File: config.mk
export PLATFORM = sky130hd
export DESIGN_NAME = cmd_scheduler
export DESIGN_NICKNAME = d
export VERILOG_FILES = /design/src/rtl/sd_cmd_pkg.sv /design/src/rtl/cmd_watchdog.sv /design/src/rtl/cmd_scheduler.sv
export SDC_FILE = /design/constraint.sdc
export NUM_CORES = 1
export LEC_CHECK = 0
export CORE_ASPECT_RATIO = 0.7
export CORE_MARGIN = 5
export CORE_UTILIZATION = 43
export DETAILED_ROUTE_END_ITERATION = 10
export GPL_ROUTABILITY_DRIVEN = 0
export PLACE_DENSITY = 0.82
export RECOVER_POWER = 50
export SKIP_CTS_REPAIR_TIMING = 1
export SYNTH_ARGS = -nofsm -noshare
export SYNTH_HDL_FRONTEND = slang
export SYNTH_SLANG_ARGS = --single-unit
export TNS_END_PERCENT = 30
File: constraint.sdc
create_clock -name CLK_host -period 2.6 [get_ports CLK_host]
set_clock_uncertainty 0.15 [all_clocks]
set_input_delay 0.26 -clock CLK_host [delete_from_list [all_inputs] [get_ports CLK_host]]
set_output_delay 0.26 -clock CLK_host [all_outputs]
set_load 0.01 [all_outputs]
File: src/rtl/sd_cmd_pkg.sv
// Shared definitions for the SD command scheduler: FSM state encodings,
// requester identities and command field widths.
package sd_cmd_pkg;

  localparam int CMD_INDEX_W = 6;
  localparam int CMD_ARG_W   = 32;

  // One-hot scheduler states
  typedef enum logic [5:0] {
    ST_IDLE    = 6'b000001,
    ST_ISSUE   = 6'b000010,
    ST_WAIT    = 6'b000100,
    ST_RECOVER = 6'b001000,
    ST_ABORT   = 6'b010000,
    ST_DONE    = 6'b100000
  } cmd_state_e;

  // Which requester owns the command currently in flight
  typedef enum logic {
    OWN_SW   = 1'b0,
    OWN_AUTO = 1'b1
  } cmd_owner_e;

  // The watchdog only runs while a command is being issued or awaited
  function automatic logic watchdogActive(input cmd_state_e s);
    return (s == ST_ISSUE) || (s == ST_WAIT);
  endfunction

endpackage

File: src/rtl/cmd_watchdog.sv
// Saturating cycle counter guarding a command transaction. It is cleared
// while no command is outstanding and counts every enabled cycle. expired_o
// rises on the cycle in which the number of enabled cycles, counting the
// current one, reaches WDOG_LIMIT.
module cmd_watchdog #(
  parameter int unsigned         WDOG_W     = 16,
  parameter logic [WDOG_W-1:0]   WDOG_LIMIT = '1
) (
  input  logic clock_i,
  input  logic reset_i,
  input  logic clear_i,
  input  logic enable_i,
  output logic expired_o
);

  localparam logic [WDOG_W-1:0] LimitMinusOne = WDOG_LIMIT - WDOG_W'(1);

  logic [WDOG_W-1:0] count_q;
  logic [WDOG_W-1:0] count_d;

  // Next count: clear wins, otherwise increment and stick at the limit
  always_comb begin
    count_d = count_q;
    if (clear_i) begin
      count_d = '0;
    end else if (enable_i && (count_q != WDOG_LIMIT)) begin
      count_d = count_q + WDOG_W'(1);
    end
  end

  // Counter register
  always_ff @(posedge clock_i) begin
    if (reset_i) begin
      count_q <= '0;
    end else begin
      count_q <= count_d;
    end
  end

  assign expired_o = enable_i && !clear_i && (count_q >= LimitMinusOne);

endmodule

File: src/rtl/cmd_scheduler.sv
// Arbitrates software and auto-command requests onto the single CMD_master
// channel, retries CMD-line timeouts, aborts hung transactions and reports
// completion back to the requester that owned the command.
module cmd_scheduler
  import sd_cmd_pkg::*;
#(
  parameter int unsigned       MAX_RETRY  = 2,
  parameter int unsigned       WDOG_W     = 16,
  parameter logic [WDOG_W-1:0] WDOG_LIMIT = WDOG_W'(16'hFFFF)
) (
  input  logic                   CLK_host,
  input  logic                   reset,
  input  logic                   sw_req,
  input  logic [CMD_INDEX_W-1:0] sw_index,
  input  logic [CMD_ARG_W-1:0]   sw_arg,
  output logic                   sw_ack,
  output logic                   sw_done,
  output logic                   sw_err,
  input  logic                   auto_req,
  input  logic [CMD_INDEX_W-1:0] auto_index,
  input  logic [CMD_ARG_W-1:0]   auto_arg,
  output logic                   auto_ack,
  output logic                   auto_done,
  output logic                   auto_err,
  output logic [31:0]            rsp_status,
  output logic [1:0]             retry_count,
  output logic                   busy,
  output logic                   master_new_cmd,
  output logic [CMD_INDEX_W-1:0] master_cmd_index,
  output logic [CMD_ARG_W-1:0]   master_cmd_arg,
  output logic                   master_abort,
  input  logic                   master_cmd_busy,
  input  logic                   master_cmd_complete,
  input  logic                   master_timeout_error,
  input  logic [31:0]            master_response_status
);

  localparam logic [1:0] RetryMax = 2'(MAX_RETRY);

  cmd_state_e             state_q;
  cmd_owner_e             owner_q;
  logic [CMD_INDEX_W-1:0] index_q;
  logic [CMD_ARG_W-1:0]   arg_q;
  logic [1:0]             retry_q;
  logic                   timeoutSeen_q;
  logic [31:0]            rsp_q;
  logic                   busy_q;
  logic                   newCmd_q;
  logic                   abort_q;
  logic                   swAck_q;
  logic                   swDone_q;
  logic                   swErr_q;
  logic                   autoAck_q;
  logic                   autoDone_q;
  logic                   autoErr_q;

  logic wdogExpired;
  logic finishNow;
  logic finishErr;

  cmd_watchdog #(
    .WDOG_W     (WDOG_W),
    .WDOG_LIMIT (WDOG_LIMIT)
  ) u_watchdog (
    .clock_i   (CLK_host),
    .reset_i   (reset),
    .clear_i   ((state_q == ST_IDLE) || (state_q == ST_RECOVER)),
    .enable_i  (watchdogActive(state_q)),
    .expired_o (wdogExpired)
  );

  // Decide whether this cycle ends the transaction, and with what status
  always_comb begin
    finishNow = 1'b0;
    finishErr = 1'b0;
    case (state_q)
      ST_WAIT: begin
        if (!wdogExpired && master_cmd_complete) begin
          if (timeoutSeen_q || master_timeout_error) begin
            if (retry_q >= RetryMax) begin
              finishNow = 1'b1;
              finishErr = 1'b1;
            end
          end else begin
            finishNow = 1'b1;
          end
        end
      end
      ST_ABORT: begin
        finishNow = 1'b1;
        finishErr = 1'b1;
      end
      default: begin
        finishNow = 1'b0;
        finishErr = 1'b0;
      end
    endcase
  end

  // Scheduler FSM with all outputs registered alongside the state
  always_ff @(posedge CLK_host) begin
    if (reset) begin
      state_q       <= ST_IDLE;
      owner_q       <= OWN_SW;
      index_q       <= '0;
      arg_q         <= '0;
      retry_q       <= '0;
      timeoutSeen_q <= 1'b0;
      rsp_q         <= '0;
      busy_q        <= 1'b0;
      newCmd_q      <= 1'b0;
      abort_q       <= 1'b0;
      swAck_q       <= 1'b0;
      swDone_q      <= 1'b0;
      swErr_q       <= 1'b0;
      autoAck_q     <= 1'b0;
      autoDone_q    <= 1'b0;
      autoErr_q     <= 1'b0;
    end else begin
      swAck_q    <= 1'b0;
      autoAck_q  <= 1'b0;
      abort_q    <= 1'b0;
      swDone_q   <= finishNow && (owner_q == OWN_SW);
      swErr_q    <= finishNow && finishErr && (owner_q == OWN_SW);
      autoDone_q <= finishNow && (owner_q == OWN_AUTO);
      autoErr_q  <= finishNow && finishErr && (owner_q == OWN_AUTO);
      case (state_q)
        ST_IDLE: begin
          if (auto_req) begin
            owner_q       <= OWN_AUTO;
            index_q       <= auto_index;
            arg_q         <= auto_arg;
            autoAck_q     <= 1'b1;
            retry_q       <= '0;
            timeoutSeen_q <= 1'b0;
            newCmd_q      <= 1'b1;
            busy_q        <= 1'b1;
            state_q       <= ST_ISSUE;
          end else if (sw_req) begin
            owner_q       <= OWN_SW;
            index_q       <= sw_index;
            arg_q         <= sw_arg;
            swAck_q       <= 1'b1;
            retry_q       <= '0;
            timeoutSeen_q <= 1'b0;
            newCmd_q      <= 1'b1;
            busy_q        <= 1'b1;
            state_q       <= ST_ISSUE;
          end
        end
        ST_ISSUE: begin
          if (wdogExpired) begin
            newCmd_q <= 1'b0;
            abort_q  <= 1'b1;
            state_q  <= ST_ABORT;
          end else if (master_cmd_busy) begin
            newCmd_q <= 1'b0;
            state_q  <= ST_WAIT;
          end
        end
        ST_WAIT: begin
          if (wdogExpired) begin
            abort_q <= 1'b1;
            state_q <= ST_ABORT;
          end else if (master_cmd_complete) begin
            if (timeoutSeen_q || master_timeout_error) begin
              if (retry_q < RetryMax) begin
                retry_q       <= retry_q + 2'd1;
                timeoutSeen_q <= 1'b1;
                state_q       <= ST_RECOVER;
              end else begin
                state_q <= ST_DONE;
              end
            end else begin
              rsp_q   <= master_response_status;
              state_q <= ST_DONE;
            end
          end else if (master_timeout_error) begin
            timeoutSeen_q <= 1'b1;
          end
        end
        ST_RECOVER: begin
          if (!master_cmd_busy) begin
            timeoutSeen_q <= 1'b0;
            newCmd_q      <= 1'b1;
            state_q       <= ST_ISSUE;
          end
        end
        ST_ABORT: begin
          state_q <= ST_DONE;
        end
        ST_DONE: begin
          busy_q  <= 1'b0;
          index_q <= '0;
          arg_q   <= '0;
          state_q <= ST_IDLE;
        end
        default: begin
          busy_q   <= 1'b0;
          newCmd_q <= 1'b0;
          index_q  <= '0;
          arg_q    <= '0;
          state_q  <= ST_IDLE;
        end
      endcase
    end
  end

  assign sw_ack           = swAck_q;
  assign sw_done          = swDone_q;
  assign sw_err           = swErr_q;
  assign auto_ack         = autoAck_q;
  assign auto_done        = autoDone_q;
  assign auto_err         = autoErr_q;
  assign rsp_status       = rsp_q;
  assign retry_count      = retry_q;
  assign busy             = busy_q;
  assign master_new_cmd   = newCmd_q;
  assign master_cmd_index = index_q;
  assign master_cmd_arg   = arg_q;
  assign master_abort     = abort_q;

endmodule

==> flow_metrics.env, run 1 <==
export IMPL_vdd_drop_max_mv=0.342
export IMPL_maxCapViolCount=0
export IMPL_layout_drive_gt1_share=0.0783
export IMPL_syn2layout_area_growth_pct=50.6
export IMPL_die_w_um=134
export IMPL_io_buffer_count=195
export IMPL_first_pass_iters=4
export IMPL_ys_warn_count=0
export IMPL_start_kind="flop"
export IMPL_slew_viol_final=0
export IMPL_final_area_sq_um=6970
export IMPL_insertion_delay_ns=0.33
export IMPL_vias_per_cell=5.31
export IMPL_cp_required_ns=2.65
export IMPL_synth_nets=609
export IMPL_yosysUniqueCellTypes=62
export IMPL_drtIter0Drc=223
export IMPL_die_y_um=96.8
export IMPL_status="finished clean"
export IMPL_final_common_cell="clkdlybuf4s50_1"
export IMPL_htreeDepth=3
export IMPL_antenna_found_initial=0
export IMPL_ff_latch_area_sq_um=2100
export IMPL_timing_setup_tns_ns=0
export IMPL_cts_buffers=9
export IMPL_hold_depth=2
export IMPL_synth_top_area_share=0.454
export IMPL_synth_avg_cell_area_sq_um=9.43
export IMPL_min_path_type="primary input to flop"
export IMPL_grt_pass1_vias=4273
export IMPL_clkSlewWorstSetupHoldPaths_ns=0.06
export IMPL_arrival_ns=2.35
export IMPL_rsz0062_at_grt="false"
export IMPL_worst_slew_pin_slew_ns=0.649
export IMPL_row_count=31
export IMPL_grt_overflow_total=0
export IMPL_syn_inst=491
export IMPL_wl_per_cell_um=16.4
export IMPL_relSlewSlack=0.567
export IMPL_critPathKind="flop to flop"
export IMPL_die_area_sq_um=13000
export IMPL_power_density_nw_per_um2=582
export IMPL_dp_hpwl_um=10200
export IMPL_track_usage=0.198
export IMPL_num_vias=4295
export IMPL_fin_crit_sh=0.886
export IMPL_clockBufferDepth=2
export IMPL_multi_input_area_sq_um=2330
export IMPL_p_leak_uw=0.00272
export IMPL_power_uw=4060
export IMPL_setup_viol=0
export IMPL_grt_pass1_wl_um=21300
export IMPL_hold_violations=0
export IMPL_initial_core_util=0.444
export IMPL_ys_seq_elements=105
export IMPL_synth_edf_count=0
export IMPL_core_sq_um=10400
export IMPL_final_nets=791
export IMPL_grt_max_degree=39
export IMPL_ant_nets=0
export IMPL_async_flop_share=0
export IMPL_final_cell_mix="112 x clkdlybuf4s50_1, 105 x dfxtp_1, 81 x dlygate4sd3_1"
export IMPL_syn_area_sq_um=4630
export IMPL_end_kind="flop"
export IMPL_max_freq_ghz=0.434
export IMPL_r2r_cells=5
export IMPL_pre_cts_slack_ns=0.220
export IMPL_synth_seq_area_share=0.454
export IMPL_cts_tree="yes"
export IMPL_fillers=805
export IMPL_cts_sinks=105
export IMPL_synth_top_area_cell="dfxtp_1"
export IMPL_num_antenna_cells=0
export IMPL_period_needed_ns=2.30
export IMPL_synth_area_leaders="dfxtp_1 45%, mux2i_1 8.2%, nand2_1 6.1%, o2bb2ai_1 5.5%, a21oi_1 4.5%"
export IMPL_placed_area_sq_um=6670
export IMPL_cts_root_buffer="clkbuf_16"
export IMPL_synth_ff_type="dfxtp_1"
export IMPL_io_pins=196
export IMPL_fin_ws_ns=0.298
export IMPL_fin_util=0.668
export IMPL_drc=0
export IMPL_finalWirelength_um=13300
export IMPL_path_max_fanout=9
-- final timing paths --
check / endpoint / startpoint / slack, ns
worst max-delay path: u_watchdog.count_q[11] / state_q[1] / 0.30
worst min-delay path: master_abort / reset / 0.17
worst max register to register: u_watchdog.count_q[11] / state_q[1] / 0.30
worst min register to register: rsp_status[25] / rsp_status[25] / 0.30
-- flip-flops by register name (all words and copies together) (netlist names) --
signal and count:
master_new_cmd 1, master_cmd_arg 32, sw_err 1, state_q 6, retry_count 2, rsp_status 32
sw_done 1, sw_ack 1, master_abort 1, auto_err 1, auto_done 1, master_cmd_index 6
timeoutSeen_q 1, owner_q 1, busy 1, auto_ack 1, u_watchdog.count_q 16
-- power breakdown --
part | switching, uW | internal [uW]
combinational | 427 | 454
sequential | 88.8 | 1720
clock | 567 | 795
-- Yosys cell counts, drive strengths merged (3+ instances only) --
cell type,number
dfxtp,105
nand2,75
a21oi,44
o2bb2ai,39
mux2i,38
nor2,31
buf,19
clkbuf,17
xnor2,14
o21ai,12
nor3,11
inv,7
a211oi,6
and2,6
nand2b,5
a2111oi,4
nand3,4
nor4,4
nor4b,4
a31oi,3
and4,3
ha,3
nand4,3
xor2,3
-- worst max-delay path, cell delays in order, from the launching register on --
cell	delay (ns)
dfxtp_1	0.53
xor2_1	0.46
nand4_2	0.33
a2111oi_2	0.48
xnor2_1	0.17
nor2_1	0.05
-- cell type report --
| type | count | share of cell area |
|---|---|---|
| repair buffers | 207 | 0.293 |
| flip-flops and latches | 105 | 0.302 |
| multi-input cells | 343 | 0.334 |
| well taps | 132 | 0.0237 |
| clock inverters | 4 | 0.00754 |
| inverters | 7 | 0.00377 |
| clock buffers | 11 | 0.0363 |
-- kinds of logic after synthesis --
logic type | after synthesis | share of synthesized area
AOI/OAI and AO/OA | 127 | 0.213
xor gates and xnor gates | 17 | 0.0322
adders and majority gates | 3 | 0.00811
buffers and inverters | 43 | 0.0449
DFF | 105 | 0.454
muxes | 38 | 0.0821
and+or+nand+nor | 158 | 0.166
-- layer usage --
| layer | part of all wire | global-route usage |
|---|---|---|
| met5 | 0 | 0 |
| met4 | 0.012 | 0.0438 |
| met3 | 0.092 | 0.0695 |
| met2 | 0.47 | 0.338 |
| met1 | 0.43 | 0.241 |
-- through the flow --
step | cells | hold slack, ns
6_report | 809 | 0.172
3_3_place_gp | 794 | 0.287
3_5_place_dp | 794 | 0.297
2_1_floorplan | 491 | 0.250
4_1_cts | 809 | 0.165
5_1_grt | 809 | 0.218
Note: power is estimated with default switching activity, not from simulation.
==> run 2, diff against run 1 <==
Settings changed: CAP_MARGIN set to 20, REMOVE_ABC_BUFFERS set to 1.
==> flow_metrics.env, run 2 (synthesis results as in run 1) <==
export IMPL_cts_buffers=9
export IMPL_fin_crit_sh=0.917
export IMPL_worst_r2r_setup_slack_ns=0.21
export IMPL_io_buffer_count=195
export IMPL_die_y_um=96.8
export IMPL_drtIter0Drc=218
export IMPL_wl_met2_um=5890
export IMPL_slew_viol_final=0
export IMPL_final_area_sq_um=6920
export IMPL_min_to="retry_count[1]"
export IMPL_cts_tree="yes"
export IMPL_hold_depth=2
export IMPL_hold_violations=0
export IMPL_status="finished clean"
export IMPL_cts_sinks=105
export IMPL_max_freq_ghz=0.419
export IMPL_grt_pass1_vias=4239
export IMPL_setup_viol=0
export IMPL_dp_hpwl_um=10000
export IMPL_cp_required_ns=2.71
export IMPL_final_common_cell="clkdlybuf4s50_1"
export IMPL_period_needed_ns=2.39
export IMPL_wl_per_cell_um=16.5
export IMPL_placed_area_sq_um=6650
export IMPL_wl_met3_um=1420
export IMPL_cts_root_buffer="clkbuf_16"
export IMPL_layout_drive_gt1_share=0.0756
export IMPL_power_uw=3990
export IMPL_clockBufferDepth=2
export IMPL_rr_endpoint="retry_count[0]"
export IMPL_syn2layout_area_growth_pct=49.5
export IMPL_drc=0
export IMPL_track_usage=0.200
export IMPL_grt_overflow_total=0
export IMPL_die_w_um=134
export IMPL_core_sq_um=10400
export IMPL_min_from="reset"
export IMPL_row_count=31
export IMPL_num_antenna_cells=0
export IMPL_path_max_fanout=13
export IMPL_start_kind="flop"
export IMPL_final_nets=788
export IMPL_maxCapViolCount=0
export IMPL_die_area_sq_um=13000
export IMPL_vias_per_cell=5.28
export IMPL_worst_slew_pin_slew_ns=0.653
export IMPL_relSlewSlack=0.565
export IMPL_min_path_type="primary input to flop"
export IMPL_htreeDepth=3
export IMPL_grt_max_degree=42
export IMPL_clkSlewWorstSetupHoldPaths_ns=0.08
export IMPL_arrival_ns=2.50
export IMPL_grt_pass1_wl_um=21300
export IMPL_p_leak_uw=0.00270
export IMPL_first_pass_iters=5
export IMPL_antenna_found_initial=0
export IMPL_power_density_nw_per_um2=577
export IMPL_r2r_cells=5
export IMPL_critPathKind="flop to flop"
export IMPL_top_layer="met4"
export IMPL_initial_core_util=0.444
export IMPL_vdd_drop_max_mv=0.400
export IMPL_num_vias=4262
export IMPL_pre_cts_slack_ns=0.213
export IMPL_insertion_delay_ns=0.34
export IMPL_r2r_start="state_q[3]"
export IMPL_fin_ws_ns=0.215
export IMPL_wl_met1_um=5760
export IMPL_finalWirelength_um=13300
export IMPL_rsz0062_at_grt="false"
export IMPL_end_kind="flop"
export IMPL_ant_nets=0
export IMPL_io_pins=196
export IMPL_final_cell_mix="112 x clkdlybuf4s50_1, 105 x dfxtp_1, 81 x dlygate4sd3_1"
run 2: cell types whose count changed in the layout (fill, tap and decap cells not counted):
cell	before	now
inv_8	0	1
buf_4	11	8
or2_4	0	1
bufinv_16	1	0
clkinv_4	2	1
clkinvlp_4	0	1
clkbuf_8	2	1
a21oi_4	2	1
a21oi_1	42	43
inv_6	0	2
or2_0	1	0
run 2: how the worst max path moves through the flow:
stage	start	endpoint	slack, ns	depth (start not counted)
global route	state_q[3]	retry_count[0]	0.07	5
global placement	sw_req	master_cmd_arg[20]	0.28	7
detailed placement	sw_req	master_cmd_arg[16]	0.21	7
finish	state_q[3]	retry_count[0]	0.21	5
CTS	state_q[2]	u_watchdog.count_q[11]	0.32	5
floorplan	state_q[0]	master_cmd_arg[10]	-0.16	5
run 2: layout make-up:
cell class / instances / area [sq um]
timing repair buffer: 204 / 2020
tap: 132 / 165
multi-input combinational: 343 / 2320
clock inverter: 6 / 50.0
fill: 799 / 3510
clock buffer: 10 / 239
inverter: 7 / 26.3
sequential: 105 / 2100
run 2: through the flow:
stage	setup TNS (ns)	std cells	hold slack [ns]	utilization
final	0	807	0.227	0.664
after global routing	0	807	0.252	0.664
after CTS	0	807	0.236	0.665
after detailed placement	0	791	0.295	0.637
after global placement	0	791	0.289	0.637
after floorplan	-5.64	455	0.179	-
run 2: where the power goes:
part | switching, uW | internal, uW | total, uW
combinational | 421 | 453 | 874
sequential | 90.0 | 1720 | 1810
clock | 617 | 690 | 1310
run 2: metal layers:
layer | vias to the layer above | GRT usage
met5 | - | 0
met4 | 0 | 0.0657
li1 | 2109 | -
met2 | 198 | 0.310
met1 | 1939 | 0.253
met3 | 16 | 0.0804
run 2: worst max-delay path, stage by stage, from the launching register on:
cell	delay, ns
dfxtp_1	0.45
or4_1	0.65
or2_4	0.31
a21oi_1	0.33
o21ai_1	0.21
o31ai_1	0.21
==> run 3, diff against run 2 <==
Settings changed: CAP_MARGIN 20 to 40, HOLD_SLACK_MARGIN set to 0.1.
==> results of run 3 <==
No change in the layout: final DEF, timing and power equal those of run 2.
